$ cat src/rtl/demux_pkg.sv
// Shared constants for the 1:8 serial-to-parallel demux: frame geometry,
// FSM state encoding and the slot mapping helper.
package demux_pkg;

   localparam int FRAME_W = 8;
   localparam int SEL_W   = 3;

   localparam logic [0:0] IDLE    = 1'b0;
   localparam logic [0:0] COLLECT = 1'b1;

   // For an 8-slot frame, 7-i is the bitwise complement of i.
   function automatic logic [SEL_W-1:0] slot(input logic [SEL_W-1:0] idx,
                                             input bit msb_first);
      return msb_first ? ~idx : idx;
   endfunction

endpackage

$ cat src/rtl/decoder_3x8.sv
// 3-to-8 one-hot decoder with enable.
// It produces the per-slot write strobes for the shadow register.
module decoder_3x8
   import demux_pkg::*;
(
   input  logic               en_i,
   input  logic [SEL_W-1:0]   idx_i,
   output logic [FRAME_W-1:0] onehot_o
);

   always_comb begin
      // NOTE: default first so every path assigns the output; otherwise a latch is inferred.
      onehot_o = '0;
      if (en_i) begin
         onehot_o[idx_i] = 1'b1;
      end
   end

endmodule

$ cat src/rtl/demux_1x8_sipo.sv
// Rebuilds 8-bit frames from the serial stream of a scanned 8:1 mux.
// It publishes each completed frame on y with a one-cycle done pulse.
module demux_1x8_sipo
   import demux_pkg::*;
#(
   parameter bit MSB_FIRST = 1'b0
) (
   input  logic               clk,
   input  logic               rst,
   input  logic               din,
   input  logic               din_valid,
   input  logic               clr,
   output logic [SEL_W-1:0]   sel,
   output logic [FRAME_W-1:0] y,
   output logic               done,
   output logic               busy
);

   logic [0:0]         state_q,  state_d;
   logic [SEL_W-1:0]   sel_q,    sel_d;
   logic [FRAME_W-1:0] shadow_q, shadow_d;
   logic [FRAME_W-1:0] y_q,      y_d;
   logic               done_q,   done_d;
   logic               busy_q,   busy_d;

   logic [FRAME_W-1:0] wr_en;
   logic [FRAME_W-1:0] merged;
   logic               last_bit;

   decoder_3x8 u_slot_dec (
      .en_i     (din_valid & ~clr),
      .idx_i    (slot(sel_q, MSB_FIRST)),
      .onehot_o (wr_en)
   );

   // The shadow contents with the current bit placed in its slot.
   // On the 8th bit this is the complete frame.
   assign merged   = (shadow_q & ~wr_en) | ({FRAME_W{din}} & wr_en);
   assign last_bit = (state_q == COLLECT) && (sel_q == SEL_W'(FRAME_W - 1));

   always_comb begin
      state_d  = state_q;
      sel_d    = sel_q;
      shadow_d = shadow_q;
      y_d      = y_q;
      done_d   = 1'b0;

      if (clr) begin
         state_d  = IDLE;
         sel_d    = '0;
         shadow_d = '0;
      end else if (din_valid) begin
         if (last_bit) begin
            y_d      = merged;
            done_d   = 1'b1;
            state_d  = IDLE;
            sel_d    = '0;
            shadow_d = '0;
         end else begin
            shadow_d = merged;
            sel_d    = sel_q + 1'b1;
            state_d  = COLLECT;
         end
      end

      busy_d = (state_d == COLLECT);
   end

   always_ff @(posedge clk) begin
      // NOTE: non-blocking assignments make every flop sample pre-edge values.
      if (rst) begin
         state_q  <= IDLE;
         sel_q    <= '0;
         shadow_q <= '0;
         y_q      <= '0;
         done_q   <= 1'b0;
         busy_q   <= 1'b0;
      end else begin
         state_q  <= state_d;
         sel_q    <= sel_d;
         shadow_q <= shadow_d;
         y_q      <= y_d;
         done_q   <= done_d;
         busy_q   <= busy_d;
      end
   end

   assign sel  = sel_q;
   assign y    = y_q;
   assign done = done_q;
   assign busy = busy_q;

endmodule

$ cat config.mk
export PLATFORM = sky130hd
export DESIGN_NAME = demux_1x8_sipo
export DESIGN_NICKNAME = d
export VERILOG_FILES = /design/src/rtl/demux_pkg.sv /design/src/rtl/decoder_3x8.sv /design/src/rtl/demux_1x8_sipo.sv
export SDC_FILE = /design/constraint.sdc
export NUM_CORES = 1
export LEC_CHECK = 0
export ABC_AREA = 1
export ABC_CLOCK_PERIOD_IN_PS = 1600
export BUFFER_PORTS_ARGS = -buffer_cell sky130_fd_sc_hd__buf_4
export CAP_MARGIN = 0
export CELL_PAD_IN_SITES_DETAIL_PLACEMENT = 1
export CELL_PAD_IN_SITES_GLOBAL_PLACEMENT = 1
export CORE_UTILIZATION = 37
export DETAILED_ROUTE_END_ITERATION = 16
export GPL_TIMING_DRIVEN = 0
export PLACE_DENSITY = 0.8
export SYNTH_ARGS = -nofsm -noshare
export SYNTH_HDL_FRONTEND = slang
export SYNTH_SLANG_ARGS = --single-unit
$ cat constraint.sdc
create_clock -name clk -period 1.6 [get_ports clk]
set_clock_uncertainty 0.05 [all_clocks]
set_input_delay 0.08 -clock clk [delete_from_list [all_inputs] [get_ports clk]]
set_output_delay 0.08 -clock clk [all_outputs]
set_load 0.005 [all_outputs]
==> results of run 1 <==
-- kinds of logic (layout without fill, tap and decap cells) --
family,count (synthesis),count (layout),share of synthesized area [%]
AO/OA/AOI/OAI,19,19,10.0
buffers and inverters,24,46,9.52
AND/OR/NAND/NOR,93,94,38.1
adder cells (fa/ha/maj),2,2,2.38
flip-flops,21,21,40.0
-- worst reg2reg max path: cells and delay by family (launching register included) --
kind                       cells  cell delay (ns)
AOI/OAI and AO/OA              1             0.08
adders and majority gates      2             0.38
buffers and inverters          2             0.18
DFF                            1             0.39
and+or+nand+nor                4             0.27
-- flip-flops by register name, indices dropped and copies added (netlist names) --
name / flops
y: 8
done: 1
busy: 1
shadow_q: 8
sel: 3
-- metal layers --
layer / track usage (%) / up-vias / wire length [um]
li1: - / 547 / -
met1: 25.0 / 515 / 1290
met2: 36.1 / 14 / 1400
met3: 2.34 / 5 / 66
met4: 7.50 / 0 / 49
met5: 0 / - / 0
-- area by class of cell --
type                       instances  area (um^2)  area share (%)
inverter                          21         78.8            6.19
clock buffer                       4         26.3            2.06
tap                               30         37.5            2.95
sequential                        21          429            33.7
multi-input combinational        115          544            42.8
timing repair buffer              18          135            10.6
buffer                             3         21.3            1.67
-- what timing repair did --
action / in CTS / in global routing
hold endpoints to repair: 0 / 0
setup endpoints to repair: 19 / 15
gates cloned: 1 / 0
buffers inserted: 2 / 0
pin swaps: 2 / 2
resized for setup: 3 / 5
-- stage by stage --
stage,total power (uW),TNS [ns]
3_3_place_gp,615,-0.0714
2_1_floorplan,586,0
6_report,871,0
5_1_grt,915,0
3_5_place_dp,617,-0.685
4_1_cts,894,0
-- Yosys cell counts, drive strengths merged --
cell    number  area share, %
nand4        1           0.60
buf          3            2.0
nand3       15            7.6
a21oi       12            5.7
ha           2            2.4
dfxtp       21             40
nand2       48             17
inv         20            7.1
o21bai       4            2.9
clkinv       1           0.36
nor2        29             12
o21ai        3            1.4
-- path summary, 6_finish.rpt --
kind                    start          end  slack, ns  cells past startpoint
setup / recovery       sel[0]         y[6]       0.13                      9
hold / removal            rst         done       0.02                      2
setup reg to reg       sel[0]         y[6]       0.13                      9
hold reg to reg   shadow_q[1]  shadow_q[1]       0.42                      2
-- power groups by stage --
stage / combinational, uW / clock, uW / sequential, uW
floorplan: 42.4 / 0 / 543
global placement: 70.6 / 0 / 544
detailed placement: 72.6 / 0 / 545
CTS: 74.2 / 286 / 534
global route: 83.7 / 299 / 533
finish: 75.2 / 264 / 532
==> impl_metrics.csv, run 1 <==
group,metric,value,unit
floorplanning,dieArea,3060,um^2
drt,ant_nets,0,
floorplanning,fp.dieW,55.3,um
power,powerDensity,684,nW/um^2
logic_synthesis,syn_avg_cell_area,6.61,um^2
hold_path,hold_path_class,"primary input to flop",
cells_and_area,n_antenna_cell,0,
drt,vias_per_cell,5.10,
critical_path,crit_required,1.77,ns
clock_network,clk_latency,0.31,ns
grt,grt_pass1_vias,1100,
sta,relSlewSlack,79.8,%
place,place_ws,-0.145,ns
critical_path,cp.arrival,1.64,ns
cells_and_area,nets,190,
floorplanning,row_count,18,
place,port_buffers,16,
floorplanning,core,2590,um^2
critical_path,critPathCaptureType,"flop",
place,dp_hpwl,2010,um
critical_path,cp.buffers_inverters,2,
clock_network,numClockSinks,21,
sta,setup_viol,0,
clock_network,cts.path.max_buffers,2,
grt,grt.overflow.total,0,
sta,rsz0062_at_grt,"no",
critical_path,path_cells,"ha_1 > ha_1 > nand2_2 > nor2_4 > buf_4 > nor2_1 > nor2_1 > o21ai_1 > inv_1",
power,p_leak,0.000570,uW
cells_and_area,post-route-util,49.1,%
critical_path,setup.worst_path.class,"flop to flop",
cells_and_area,syn_to_final_growth,21.1,%
power,seqPwrFrac,61.0,%
logic_synthesis,synth_seq_cells,21,
clock_network,path_clk_slew,0.12,ns
drt,wl_per_cell,13.3,um
drt,drc,0,
sta,hold-worst-slack,0.0191,ns
critical_path,critical_path.top_delay_family,"flip-flops",
place,place_area,1210,um^2
sta,hold_viol,0,
power,internal-power,646,uW
critical_path,critPathLaunchType,"flop",
drt,routed_wl,2810,um
sta,final-max-slew-violation-count,0,
cells_and_area,drive_gt1_share,20.9,%
logic_synthesis,synth_fp_nets,166,
logic_synthesis,ys_types,18,
cells_and_area,fillers,357,
logic_synthesis,synth_area,1050,um^2
floorplanning,initial_core_util,40.6,%
floorplanning,fp.dieH,55.3,um
power,swShare,25.8,%
drt,routed-via-count,1081,
sta,worst_pin_slew,0.301,ns
power,ir_worst_vdd,0.470,mV
power,power_switching,225,uW
clock_network,holdBufCountCts,0,
floorplanning,pin_count,18,
critical_path,max_stage_delay,0.39,ns
cells_and_area,final_cell_area,1270,um^2
clock_network,htreeDepth,1,
grt,grt_max_degree,12,
job,max_cap_viol_count,0,
sta,fin_crit_sh,91.8,%
sta,setup_ws,0.131,ns
drt,drt_first_pass_iters,4,
cells_and_area,layout.cells.non_filler,212,
logic_synthesis,synth_cells,159,
logic_synthesis,synth-warning-count,0,
power,pwr-share-comb,8.6,%
logic_synthesis,seq_area_frac_synth,40.0,%
critical_path,crit_fanout,7,
place,gp_routability_congestion,0.819,
grt,grt_usage,20.3,%
sta,period_minus_slack,1.47,ns
outcome,status,"finished, final reports clean",
power,clock_power_share,30.3,%
grt,antenna_found_initial,0,
cells_and_area,final_common_cell,"nand2_1",
clock_network,cts_tree,"done",
place,dp.cells,205,
cells_and_area,final_cell_mix,"46 x nand2_1, 26 x nor2_1, 18 x dfxtp_1, 18 x buf_4, 16 x inv_1",
drt,drt_iter0_drc,28,
critical_path,crit_slowest_cell,"dfxtp_4",
sta,fmax,0.681,GHz
grt,grt_pass1_wl,4930,um
clock_network,cts_root_buffer,"clkbuf_4",
clock_network,cts_made_buffers,3,
(Power assumes the default switching activity.)
==> inputs of run 2 (changes only) <==
- GPL_TIMING_DRIVEN: 0 -> 1
==> impl_metrics.csv, run 2 (synthesis results as in run 1) <==
group,metric,value,unit
outcome,status,"finished, final reports clean",
critical_path,crit_required,1.78,ns
critical_path,critPathCaptureType,"flop",
place,port_buffers,17,
clock_network,cts.path.max_buffers,2,
sta,fin_crit_sh,90.1,%
floorplanning,row_count,18,
critical_path,critPathLaunchType,"flop",
cells_and_area,nets,190,
clock_network,numClockSinks,21,
clock_network,cts_root_buffer,"clkbuf_4",
cells_and_area,drive_gt1_share,19.8,%
drt,routed-via-count,1060,
clock_network,htreeDepth,1,
drt,drt_iter0_drc,15,
grt,grt_usage,19.6,%
critical_path,cp.arrival,1.62,ns
drt,wl_per_cell,13.6,um
cells_and_area,n_antenna_cell,0,
grt,grt_pass1_vias,1065,
sta,setup_viol,0,
critical_path,crit_fanout,5,
floorplanning,dieArea,3060,um^2
place,dp_hpwl,2140,um
sta,fmax,0.694,GHz
clock_network,path_clk_slew,0.13,ns
drt,drc,0,
floorplanning,core,2590,um^2
sta,setup_tns,0,ns
sta,hold_viol,0,
cells_and_area,syn_to_final_growth,22.3,%
hold_path,hold_path_class,"primary input to flop",
floorplanning,fp.dieW,55.3,um
sta,final-max-slew-violation-count,0,
drt,routed_wl,2890,um
job,max_cap_viol_count,0,
sta,hold-worst-slack,0.0698,ns
sta,period_minus_slack,1.44,ns
power,powerDensity,681,nW/um^2
sta,worst_pin_slew,0.371,ns
drt,drt_first_pass_iters,4,
grt,grt_pass1_wl,4800,um
floorplanning,initial_core_util,40.6,%
power,p_leak,0.000575,uW
floorplanning,fp.dieH,55.3,um
clock_network,clk_latency,0.31,ns
sta,rsz0062_at_grt,"no",
grt,antenna_found_initial,0,
drt,ant_nets,0,
cells_and_area,final_common_cell,"nand2_1",
floorplanning,pin_count,18,
place,gp_routability_congestion,0.782,
clock_network,cts_tree,"done",
cells_and_area,final_cell_mix,"46 x nand2_1, 26 x nor2_1, 21 x dfxtp_1, 19 x buf_4, 16 x inv_1",
grt,grt_max_degree,17,
grt,grt.overflow.total,0,
sta,relSlewSlack,75.2,%
power,ir_worst_vdd,0.518,mV
clock_network,cts_made_buffers,3,
critical_path,setup.worst_path.class,"flop to flop",
drt,vias_per_cell,5.00,
## run 2: worst paths after layout
| path | start | endpoint | slack, ns | cells past startpoint |
|---|---|---|---|---|
| max reg2reg | sel[0] | sel[0] | 0.16 | 7 |
| min | din | y[6] | 0.07 | 5 |
| min reg2reg | shadow_q[3] | shadow_q[3] | 0.43 | 2 |
| max | sel[0] | sel[0] | 0.16 | 7 |
## run 2: per-layer routing
layer / vias up / share of wire (%) / track usage [%] / routed length [um]
met5: - / 0 / 0 / 0
li1: 545 / - / - / -
met3: 0 / 2.3 / 4.92 / 67
met4: 0 / 0 / 2.14 / 0
met2: 10 / 53 / 37.2 / 1530
met1: 505 / 45 / 22.7 / 1300
## run 2: worst max-delay path, stage by stage, from the launching register on
cell	delay, ns
dfxtp_1	0.33
ha_1	0.20
ha_1	0.19
nand2_2	0.10
inv_2	0.07
nor2_4	0.19
inv_1	0.08
a21oi_1	0.16
## run 2: cell type report
| type | count | area, um^2 |
|---|---|---|
| fill | 359 | 1310 |
| multi-input combinational | 115 | 548 |
| sequential | 21 | 420 |
| timing repair buffer | 21 | 173 |
| inverter | 21 | 78.8 |
| tap | 30 | 37.5 |
| clock buffer | 3 | 22.5 |
| clock inverter | 1 | 5.00 |
## run 2: stage by stage
step                utilization [%]  setup WS, ns  cells  total power (uW)  area, um^2
floorplan                         -         0.123    159               586        1050
global placement               46.7        0.0806    205               617        1210
detailed placement             46.7        0.0520    205               620        1210
CTS                            48.2        0.0380    210               883        1250
global route                   49.6        0.0384    212               922        1280
finish                         49.6         0.158    212               876        1280
## run 2: timing repair
item / in CTS / in global routing
resized for setup: 0 / 4
hold endpoints to repair: 1 / 0
hold buffers: 1 / 0
buffers inserted: 0 / 1
setup endpoints to repair: 0 / 16
## run 2: where the power goes
group	switching, uW	internal (uW)
Combinational	56.8	26.9
Clock	169	93.5
Sequential	2.84	527
==> inputs of run 3 (changes only) <==
- CORE_ASPECT_RATIO: default -> 1.5
==> impl_metrics.csv, run 3 (synthesis results as in run 1) <==
group,metric,value,unit
critical_path,r2r_setup_slack,0.09,ns
floorplanning,fp.dieH,67.3,um
drt,drc,0,
critical_path,cp-endpoint,"shadow_q[2]",
drt,routed_wl,2920,um
critical_path,crit_required,1.74,ns
power,internal-power,731,uW
drt,wl_per_cell,13.3,um
sta,hold_viol,0,
cells_and_area,final_cell_mix,"47 x nand2_1, 26 x nor2_1, 21 x dfxtp_1, 20 x buf_4, 16 x inv_1",
job,max_cap_viol_count,0,
critical_path,reg2reg_depth,7,
drt,ant_nets,0,
sta,worst_pin_slew,0.355,ns
sta,period_minus_slack,1.51,ns
hold_path,hold_path_class,"primary input to flop",
floorplanning,dieArea,3060,um^2
sta,setup_viol,0,
critical_path,worstSetupStartpoint,"sel[0]",
clock_network,cts_made_buffers,3,
drt,vias_per_cell,4.85,
place,gp_routability_congestion,0.893,
drt,drt_first_pass_iters,4,
clock_network,numClockSinks,21,
cells_and_area,n_antenna_cell,0,
power,pwr-share-comb,8.7,%
power,clock_power_share,36.7,%
grt,grt_pass1_wl,4800,um
cells_and_area,fillers,374,
cells_and_area,nets,191,
floorplanning,row_count,23,
floorplanning,fp.dieW,45.5,um
floorplanning,core,2680,um^2
grt,grt_max_degree,17,
power,p_leak,0.000584,uW
drt,drt_iter0_drc,20,
clock_network,path_clk_slew,0.08,ns
sta,rsz0062_at_grt,"no",
critical_path,critPathCaptureType,"flop",
cells_and_area,final_common_cell,"nand2_1",
sta,fin_crit_sh,94.1,%
cells_and_area,regArea,420,um^2
grt,grt_pass1_vias,1084,
sta,final-max-slew-violation-count,0,
power,powerDensity,738,nW/um^2
grt,grt_usage,21.7,%
power,power_switching,237,uW
sta,fmax,0.664,GHz
cells_and_area,post-route-util,49.0,%
critical_path,timing.rr.start,"sel[0]",
outcome,status,"finished, final reports clean",
clock_network,htreeDepth,1,
grt,grt.overflow.total,0,
critical_path,crit_fanout,5,
power,finalPower,969,uW
sta,relSlewSlack,76.3,%
clock_network,cts_root_buffer,"clkbuf_8",
place,dp_hpwl,2100,um
cells_and_area,syn_to_final_growth,24.9,%
floorplanning,initial_core_util,39.3,%
cells_and_area,final_cell_area,1310,um^2
sta,setup_tns,0,ns
critical_path,critPathLaunchType,"flop",
clock_network,cts_tree,"done",
place,place_area,1230,um^2
grt,antenna_found_initial,0,
critical_path,cp.arrival,1.65,ns
clock_network,clk_latency,0.26,ns
power,swShare,24.5,%
power,seqPwrFrac,54.7,%
drt,routed-via-count,1066,
cells_and_area,multiInputGateArea,542,um^2
critical_path,rr_endpoint,"shadow_q[2]",
place,port_buffers,17,
floorplanning,pin_count,18,
cells_and_area,drive_gt1_share,18.6,%
clock_network,cts.path.max_buffers,2,
power,ir_worst_vdd,0.389,mV
critical_path,setup.worst_path.class,"flop to flop",
==> run 3: cell count changes in the layout (fill, tap and decap cells not counted), sizes merged <==
cell | previous run | this run
buf | 20 | 21
clkbuf | 3 | 4
clkinv | 2 | 1
==> run 3: worst min-delay path by stage <==
stage	depth (start not counted)	startpoint	endpoint
floorplan	3	clr	sel[0]
global placement	2	rst	done
detailed placement	2	rst	done
CTS	4	clr	sel[0]
global route	4	clr	sel[0]
finish	4	clr	sel[0]
==> run 3: layout make-up <==
type	count	area share, %
multi-input cells	115	41.3
flip-flops and latches	21	32.0
repair buffers	22	13.7
inverters	21	6.01
well taps	37	3.53
clock buffers	4	3.43
==> run 3: what timing repair did <==
item,in CTS,in global routing
hold buffers,1,0
endpoints found under the setup margin,0,19
resized for setup,0,2
buffers inserted,0,1
endpoints found under the hold margin,1,0
==> run 3: per-stage QoR <==
step	worst slack, ns	hold WS (ns)	instances
after floorplan	0.123	0.219	159
after global placement	0.149	0.284	213
after detailed placement	0.102	0.281	213
after CTS	0.0386	0.112	218
after global routing	0.0146	0.124	220
final	0.0942	0.123	220
==> run 3: metal layers <==
metal | routed length [um] | global-route usage [%] | part of all wire, %
met1 | 1270 | 24.8 | 43
met2 | 1510 | 38.4 | 52
met3 | 68 | 2.41 | 2.3
met4 | 77 | 10.2 | 2.6
met5 | 0 | 0 | 0
==> run 3: worst max-delay path, stage by stage, from the launching register on <==
cell and delay (ns):
dfxtp_1 0.33, ha_1 0.19, ha_1 0.18, nand2_1 0.16, inv_2 0.09, nor2_4 0.20, nand3_1 0.10, a21oi_1 0.13
==> run 3: power groups by stage <==
stage | registers [uW] | clock network (uW) | logic (uW)
final | 530 | 355 | 83.9
after global routing | 530 | 392 | 93.1
after CTS | 529 | 365 | 81.1
after detailed placement | 541 | 0 | 78.3
after global placement | 541 | 0 | 77.3
after floorplan | 543 | 0 | 42.4
